--- src/rtl/ahb_arbiter_pkg.sv ---
// Shared AHB defines: transfer/burst encodings and arbiter FSM states.
package ahb_arbiter_pkg;

    // HTRANS encodings
    typedef enum logic [1:0] {
        HTRANS_IDLE   = 2'd0,
        HTRANS_BUSY   = 2'd1,
        HTRANS_NONSEQ = 2'd2,
        HTRANS_SEQ    = 2'd3
    } htrans_e;

    // HBURST encodings used by the arbiter and its users
    localparam logic [2:0] HBURST_SINGLE = 3'd0;
    localparam logic [2:0] HBURST_INCR   = 3'd1;
    localparam logic [2:0] HBURST_INCR4  = 3'd3;

    // Arbiter FSM states
    typedef enum logic [1:0] {
        ST_PARK = 2'd0,
        ST_OWN  = 2'd1,
        ST_LOCK = 2'd2
    } arb_state_e;

    // True for transfers that move data (NONSEQ or SEQ)
    function automatic logic f_trans_active(input htrans_e t);
        return (t == HTRANS_NONSEQ) || (t == HTRANS_SEQ);
    endfunction

endpackage

--- src/rtl/ahb_rr_pick.sv ---
// Round-robin picker: first requester after i_last, wrapping, ending at i_last.
module ahb_rr_pick #(
    parameter int unsigned N = 2
) (
    input  logic [N-1:0]         i_req,
    input  logic [$clog2(N)-1:0] i_last,
    output logic [$clog2(N)-1:0] o_idx,
    output logic                 o_valid
);

    localparam int unsigned IW = $clog2(N);

    // Candidate index at distance off (1..N) after last, modulo N
    function automatic logic [IW-1:0] f_cand(input logic [IW-1:0] last,
                                             input int unsigned   off);
        int unsigned s;
        s = 32'(last) + off;
        if (s >= N) begin
            s = s - N;
        end
        return IW'(s);
    endfunction

    // Scan from farthest to nearest so the nearest requester wins
    always_comb begin
        o_idx   = '0;
        o_valid = 1'b0;
        for (int unsigned i = N; i >= 1; i--) begin
            if (i_req[f_cand(i_last, i)]) begin
                o_idx   = f_cand(i_last, i);
                o_valid = 1'b1;
            end
        end
    end

endmodule

--- src/rtl/ahb_arbiter.sv ---
// AHB bus arbiter: round-robin with parking, burst/lock hold and hold limit.
module ahb_arbiter
    import ahb_arbiter_pkg::*;
#(
    parameter int unsigned MASTERS        = 2,
    parameter int unsigned DEFAULT_MASTER = 0,
    parameter int unsigned MAX_HOLD       = 16
) (
    input  logic                       clk,
    input  logic                       rst,
    input  logic [MASTERS-1:0]         hbusreq,
    input  logic [MASTERS-1:0]         hlock,
    input  logic [1:0]                 htrans,
    input  logic [2:0]                 hburst,
    input  logic                       hready,
    output logic [MASTERS-1:0]         hgrant,
    output logic [$clog2(MASTERS)-1:0] hmaster,
    output logic [$clog2(MASTERS)-1:0] hmaster_data,
    output logic                       hmastlock
);

    localparam int unsigned IW = $clog2(MASTERS);
    localparam int unsigned CW = $clog2(MAX_HOLD + 1);
    localparam logic [IW-1:0]      DEF_IDX   = IW'(DEFAULT_MASTER);
    localparam logic [MASTERS-1:0] DEF_GRANT = MASTERS'(1) << DEFAULT_MASTER;

    // Registered state and outputs
    logic [MASTERS-1:0] r_hgrant;
    logic [IW-1:0]      r_hmaster;
    logic [IW-1:0]      r_hmaster_data;
    logic               r_hmastlock;
    logic [CW-1:0]      r_hold_cnt;
    arb_state_e         r_state;

    // Combinational helpers
    htrans_e            w_htrans;
    logic [IW-1:0]      w_grant_idx;
    logic [IW-1:0]      w_pick_idx;
    logic               w_pick_valid;
    logic [IW-1:0]      w_next_idx;
    logic               w_owner_lock;
    logic               w_others_req;
    logic               w_hold_full;
    logic               w_xfer_end;
    logic               w_arb_point;

    // Index of the currently granted master
    always_comb begin
        w_grant_idx = '0;
        for (int unsigned i = 0; i < MASTERS; i++) begin
            if (r_hgrant[i]) begin
                w_grant_idx = IW'(i);
            end
        end
    end

    ahb_rr_pick #(
        .N (MASTERS)
    ) u_pick (
        .i_req   (hbusreq),
        .i_last  (w_grant_idx),
        .o_idx   (w_pick_idx),
        .o_valid (w_pick_valid)
    );

    // Arbitration-point decode and next-owner selection
    always_comb begin
        w_htrans     = htrans_e'(htrans);
        w_owner_lock = hlock[w_grant_idx];
        w_others_req = |(hbusreq & ~r_hgrant);
        w_hold_full  = (r_hold_cnt == CW'(MAX_HOLD));
        w_xfer_end   = (w_htrans == HTRANS_IDLE) ||
                       ((w_htrans == HTRANS_NONSEQ) && (hburst == HBURST_SINGLE));
        w_arb_point  = hready && !w_owner_lock && (w_xfer_end || w_hold_full);
        w_next_idx   = w_pick_valid ? w_pick_idx : DEF_IDX;
    end

    // FSM, grant, pipeline owners, lock flag and hold counter
    always_ff @(posedge clk) begin
        if (rst) begin
            r_state        <= ST_PARK;
            r_hgrant       <= DEF_GRANT;
            r_hmaster      <= DEF_IDX;
            r_hmaster_data <= DEF_IDX;
            r_hmastlock    <= 1'b0;
            r_hold_cnt     <= '0;
        end else if (hready) begin
            r_hmaster      <= w_grant_idx;
            r_hmaster_data <= r_hmaster;
            r_hmastlock    <= w_owner_lock;

            // Any arbitration point restarts the hold window, even if the
            // owner keeps the bus because nobody else is asking.
            if (w_arb_point) begin
                r_hgrant   <= MASTERS'(1) << w_next_idx;
                r_hold_cnt <= '0;
            end else if (f_trans_active(w_htrans) && w_others_req && !w_hold_full) begin
                r_hold_cnt <= r_hold_cnt + 1'b1;
            end

            case (r_state)
                ST_PARK: begin
                    if (|hbusreq) begin
                        r_state <= ST_OWN;
                    end
                end
                ST_OWN: begin
                    if (w_owner_lock) begin
                        r_state <= ST_LOCK;
                    end else if (w_arb_point && !w_pick_valid) begin
                        r_state <= ST_PARK;
                    end
                end
                ST_LOCK: begin
                    if (!w_owner_lock) begin
                        r_state <= ST_OWN;
                    end
                end
                default: r_state <= ST_PARK;
            endcase
        end
    end

    assign hgrant       = r_hgrant;
    assign hmaster      = r_hmaster;
    assign hmaster_data = r_hmaster_data;
    assign hmastlock    = r_hmastlock;

endmodule

--- config.mk ---
export PLATFORM = sky130hd
export DESIGN_NAME = ahb_arbiter
export DESIGN_NICKNAME = d
export VERILOG_FILES = /design/src/rtl/ahb_arbiter_pkg.sv /design/src/rtl/ahb_rr_pick.sv /design/src/rtl/ahb_arbiter.sv
export SDC_FILE = /design/constraint.sdc
export NUM_CORES = 1
export LEC_CHECK = 0
export BUFFER_PORTS_ARGS = -buffer_cell sky130_fd_sc_hd__buf_4
export CAP_MARGIN = 20
export CORE_AREA = 3 3 41 43
export CTS_CLUSTER_SIZE = 10
export DETAILED_ROUTE_END_ITERATION = 10
export DIE_AREA = 0 0 44 46
export MAX_ROUTING_LAYER = met4
export PLACE_DENSITY = 0.79
export REMOVE_ABC_BUFFERS = 1
export SLEW_MARGIN = 15
export SYNTH_ARGS = -nofsm -noshare
export SYNTH_HDL_FRONTEND = slang
export SYNTH_HIERARCHICAL = 1
export SYNTH_SLANG_ARGS = --single-unit
--- constraint.sdc ---
create_clock -name clk -period 2 [get_ports clk]
set_input_delay 0.4 -clock clk [delete_from_list [all_inputs] [get_ports clk]]
set_output_delay 0.4 -clock clk [all_outputs]
set_load 0.02 [all_outputs]
**After elaboration in Yosys (flattened, before gate mapping)**

Index checks and enable logic that the tools add are counted.

- Output and inout bits: 5
- Bits of input ports: 12
- Logic and storage cells: 53
- Flip-flop bits (word level): 10

- Bitwise operators: 2
- Add/subtract/negate cells: 5
- Mux-type cells: 16
- $lt $le $gt $ge: 5
- Shift operators: 1
- Eq/ne operators: 3
- Reduce and logical (&&, ||, !) cells: 16

Operators by type and width:

| cell | count |
|---|---|
| 2-to-1 mux 1 bit | 14 |
| 2-to-1 mux 5 bit | 2 |
| less-than comparator 1 x 2 -> 1 bit, second input constant | 3 |
| adder 5 x 1 -> 5 bit, second input constant | 1 |
| == test 5 bit, second input constant | 1 |
| logical AND 1 bit | 5 |
| == test 2 bit, second input constant | 2 |
| AND reduction 2 bit | 2 |
| adder 1 x 2 -> 3 bit, second input constant | 1 |
| greater-or-equal comparator 3 x 2 -> 1 bit, second input constant | 1 |
| logical NOT 3 bit | 1 |
| logical OR 1 bit | 3 |
| adder 1 x 1 -> 2 bit, second input constant | 1 |
| bitwise AND 2 bit | 1 |
| greater-or-equal comparator 2 bit, second input constant | 1 |
| logical NOT 1 bit | 2 |
| logical NOT 2 bit | 1 |
| NOT 2 bit | 1 |
| nonzero test 2 bit | 1 |
| OR reduction 2 bit | 1 |
| << shifter 1 x 1 -> 2 bit, first input constant | 1 |
| subtractor 1 bit, second input constant | 2 |

**Logic depth before layout (Yosys ltp)**

- Depth after elaboration: 10
- Gate-level depth with buffers: 6
- Depth with buffers taken out: 6

**Modules after synthesis**

Netlist, hierarchy kept.

Modules (own cells, without submodules):

| module | cells each | area each (um2) | seq. area each (um2) | instances |
|---|---|---|---|---|
| ahb_arbiter | 61 | 623.1 | 200.2 | 1 |
| ahb_rr_pick | 2 | 13.8 | 0.0 | 1 |

**Worst setup path before layout**

Ideal clock, no wire load.

- Path kind: register to register
- From: reg r_hold_cnt[0]
- To: reg r_hold_cnt[2]
- Path buffers: 0
- Data arrival time: 1.473 ns
- Library setup time: 0.059 ns
- Cell stages (with the launch flop): 7
- Clock period less this slack: 1.532 ns
- Setup slack: 0.468 ns
- Cells stage by stage: dfxtp_1 > inv_1 > ha_1 > nor4bb_4 > o311ai_4 > nor4b_1 > a221o_1

- Word-level cells in the longest chain between the ends: 5
- Elaborated cells on any way between the ends: 10

RTL lines:

| element | RTL line | RTL |
|---|---|---|
| start: declaration | ahb_arbiter.sv:32 | `logic [CW-1:0] r_hold_cnt;` |
| start signal: assignment | ahb_arbiter.sv:98 | `r_hold_cnt <= r_hold_cnt + 1'b1;` |
| parallel branches: the longest is 5 deep, another holds adder 5 x 1 -> 5 bit | -- |  |

Several ways; the timed one is not identified. The select of a mux whose other input is x is not followed.
A chain may end at the register's enable or synchronous reset.

**Worst setup path after layout**

Ends and elaborated chain as after synthesis.

==> results.md <==
* Unrepaired setup endpoints after global routing: no
* Antenna-violating nets left at 0
* Inserted Clock Buffers at 3
* Worst Path Max Fanout at 10
* Netlist Area Pre-Place at 636.9 µm²
* Setup CP Type: register to register
* Pwr/cell area at 582.6 nW/µm²
* Worst-path cell chain: inv_1 -> ha_1 -> nor4bb_4 -> o311ai_4 -> nor4b_1 -> a221o_1
* Clock period minus worst slack at 1.778 ns
* FF+latch count, synth at 10
* Die Wd at 44 µm
* Grt peak-use layer: met2
* Maxcap violations at 0
* First-pass DRT Iterations at 4
* Worst path arrival time at 2.00 ns
* Commonest non-fill, non-tap cell in the layout: buf_4
* Fin crit share at 88.90%
* Net count reported at finish at 96
* Peak VDD IR at 0.4938 mV
* Routability Congestion at 0.8355
* Syn_area_per_cell at 10.11 µm²
* Vias/cell at 5.688
* # H-tree levels at 1
* Req. time, crit path at 2.22 ns
* Met3 Usage GRT at 7.115%
* DR vias at 546
* Hold Slack at 0.3311 ns
* Port Buffer Count at 16
* Pin count of the biggest net entering global routing at 12
* First-pass GRT wire length at 2.228 mm
* Post-synth cell types at 35
* Synth area leaders: dfxtp_1 (31%), o311ai_4 (4.1%), ha_1 (3.9%), nor4bb_4 (3.9%), nor2_1 (3.5%)
* Layout area overhead at 25.74%
* Cts repair resizes at 0
* Met2 Use GR at 27.03%
* Layout cell share with drive strength beyond 1 at 33.33%
* Clk Latency, worst-skew pair at 0.27 ns
* CTS max path bufs at 2
* Most frequent cells in the layout: buf_4 (16), dfxtp_1 (10), nor2_1 (6)
* Row cnt at 13
* Hold WC Path Type: input pin to register
* Total grt overflow at 0
* Core Footprint at 1334 µm²
* Max_slew headroom at 70.26%
* Post-synth top area share at 31.43%
* Crit path capture type: register
* Drc violations at 0
* Setup crit start kind: register
* Setup_tns at 0 ns
* Die height at 46 µm
* Final Setup Violations at 0
* Syn Inst Count at 63
* LEAKAGE at 0.3267 nW
* Number of global-route vias before repair at 492
* Initial Utilization at 47.75%
* Final slew viol count at 0
* CTS clock-pin slew for the worst setup and hold paths at 0.07 ns
* Post-CTS Setup Bufs at 0
* Routed WL at 1.411 mm
* DP HPWL at 1.072 mm
* Crit-path slowest cell: o311ai_4
* CTS tree: built
* Worst clock skew at 0.003096 ns
* Die Area at 2024 µm²
* Wire length per cell at 14.70 µm
* Initial antenna violation count at 0
* Final Hold Viols at 0
* Global Route Usage Sum at 16.29%
* 1st-iter DRT viols at 8
* ANT cells at 0
* Post-synthesis sequential area ratio at 31.43%
* # IOs at 17
* Max Clk Rate at 0.5624 GHz
* Synth warnings at 6
* Outcome: finished, final reports clean
* Clock root buffer: clkbuf_4
* CTS Hold Bufs at 0
* Clk sink count at 10
* GRT met1 Usage at 16.59%
* Post-synth top area cell: dfxtp_1
* Slowest Stage Delay on Critical Path at 0.41 ns
* Worst Tran Pin Value at 0.4450 ns
* Fill count at 114
==> layer usage <==
metal | part of all wire [%] | up-vias | wire, µm
li1 | - | 276 | -
met1 | 44 | 255 | 623
met2 | 50 | 9 | 701
met3 | 3.6 | 6 | 51
met4 | 2.4 | 0 | 34
met5 | 0 | - | 0
==> flip-flops by register name, indices dropped and copies added (netlist names) <==
name and count:
r_hold_cnt 5, hgrant 2, hmaster 1, hmaster_data 1
hmastlock 1
==> synth_stat cells, drive strengths merged <==
master / instances
a211oi: 1
a21boi: 2
a221o: 1
a22o: 2
a31o: 2
a41oi: 1
and2: 4
and3: 1
and4: 1
buf: 1
clkbuf: 1
dfxtp: 10
ha: 2
inv: 3
mux2: 1
mux2i: 3
nand2: 2
nand3: 1
nand3b: 1
nand4bb: 1
nor2: 6
nor2b: 3
nor3b: 2
nor4: 1
nor4b: 1
nor4bb: 1
o2111ai: 1
o211a: 1
o211ai: 2
o21a: 1
o21ai: 1
o311ai: 1
or2: 1
==> worst max-delay path, delay by kind of cell (launching register included) <==
kind            cells  cell delay [ns]
flops               1             0.39
buf+inv             1             0.06
compound gates      2             0.57
simple gates        2             0.50
fa+ha+maj           1             0.20
==> area by class of cell <==
cell class | instances | area, µm² | area share, %
multi-input combinational | 48 | 414.1 | 51.72
sequential | 10 | 200.2 | 25.00
timing repair buffer | 16 | 120.1 | 15.00
clock buffer | 4 | 36.28 | 4.531
tap | 15 | 18.77 | 2.344
inverter | 3 | 11.26 | 1.406
==> stage by stage <==
stage	instance area, µm²	power, W	worst slack (ns)	utilization, %	std cells
3_3_place_gp	764.5	0.0002822	0.3156	57.32	92
4_1_cts	800.8	0.0004747	0.2223	60.04	96
6_report	800.8	0.0004666	0.2220	60.04	96
5_1_grt	800.8	0.0004917	0.1378	60.04	96
3_5_place_dp	764.5	0.0002838	0.3032	57.32	92
2_1_floorplan	625.6	0.0002479	0.4030	-	61
==> cells by family after synthesis <==
group / synth area share [%]
AND/OR/NAND/NOR: 30.06
AO/OA/AOI/OAI: 23.38
flip-flops: 31.43
buffers and inverters: 3.536
multiplexers: 7.661
adder cells (fa/ha/maj): 3.929
==> report_power, final <==
part           switching [W]  leakage (nW)  internal (W)
clock              0.0000766        0.0210      0.000111
sequential        0.00000393        0.0811      0.000203
combinational      0.0000345         0.225     0.0000373
==> worst paths after layout <==
path	depth (start not counted)	slack, ns	endpoint	start
hold reg to reg	2	0.50	hmastlock	hmastlock
hold / removal	2	0.33	hmastlock	rst
setup reg to reg	6	0.22	r_hold_cnt[2]	r_hold_cnt[0]
setup / recovery	6	0.22	r_hold_cnt[2]	r_hold_cnt[0]
(Power assumes the default switching activity.)
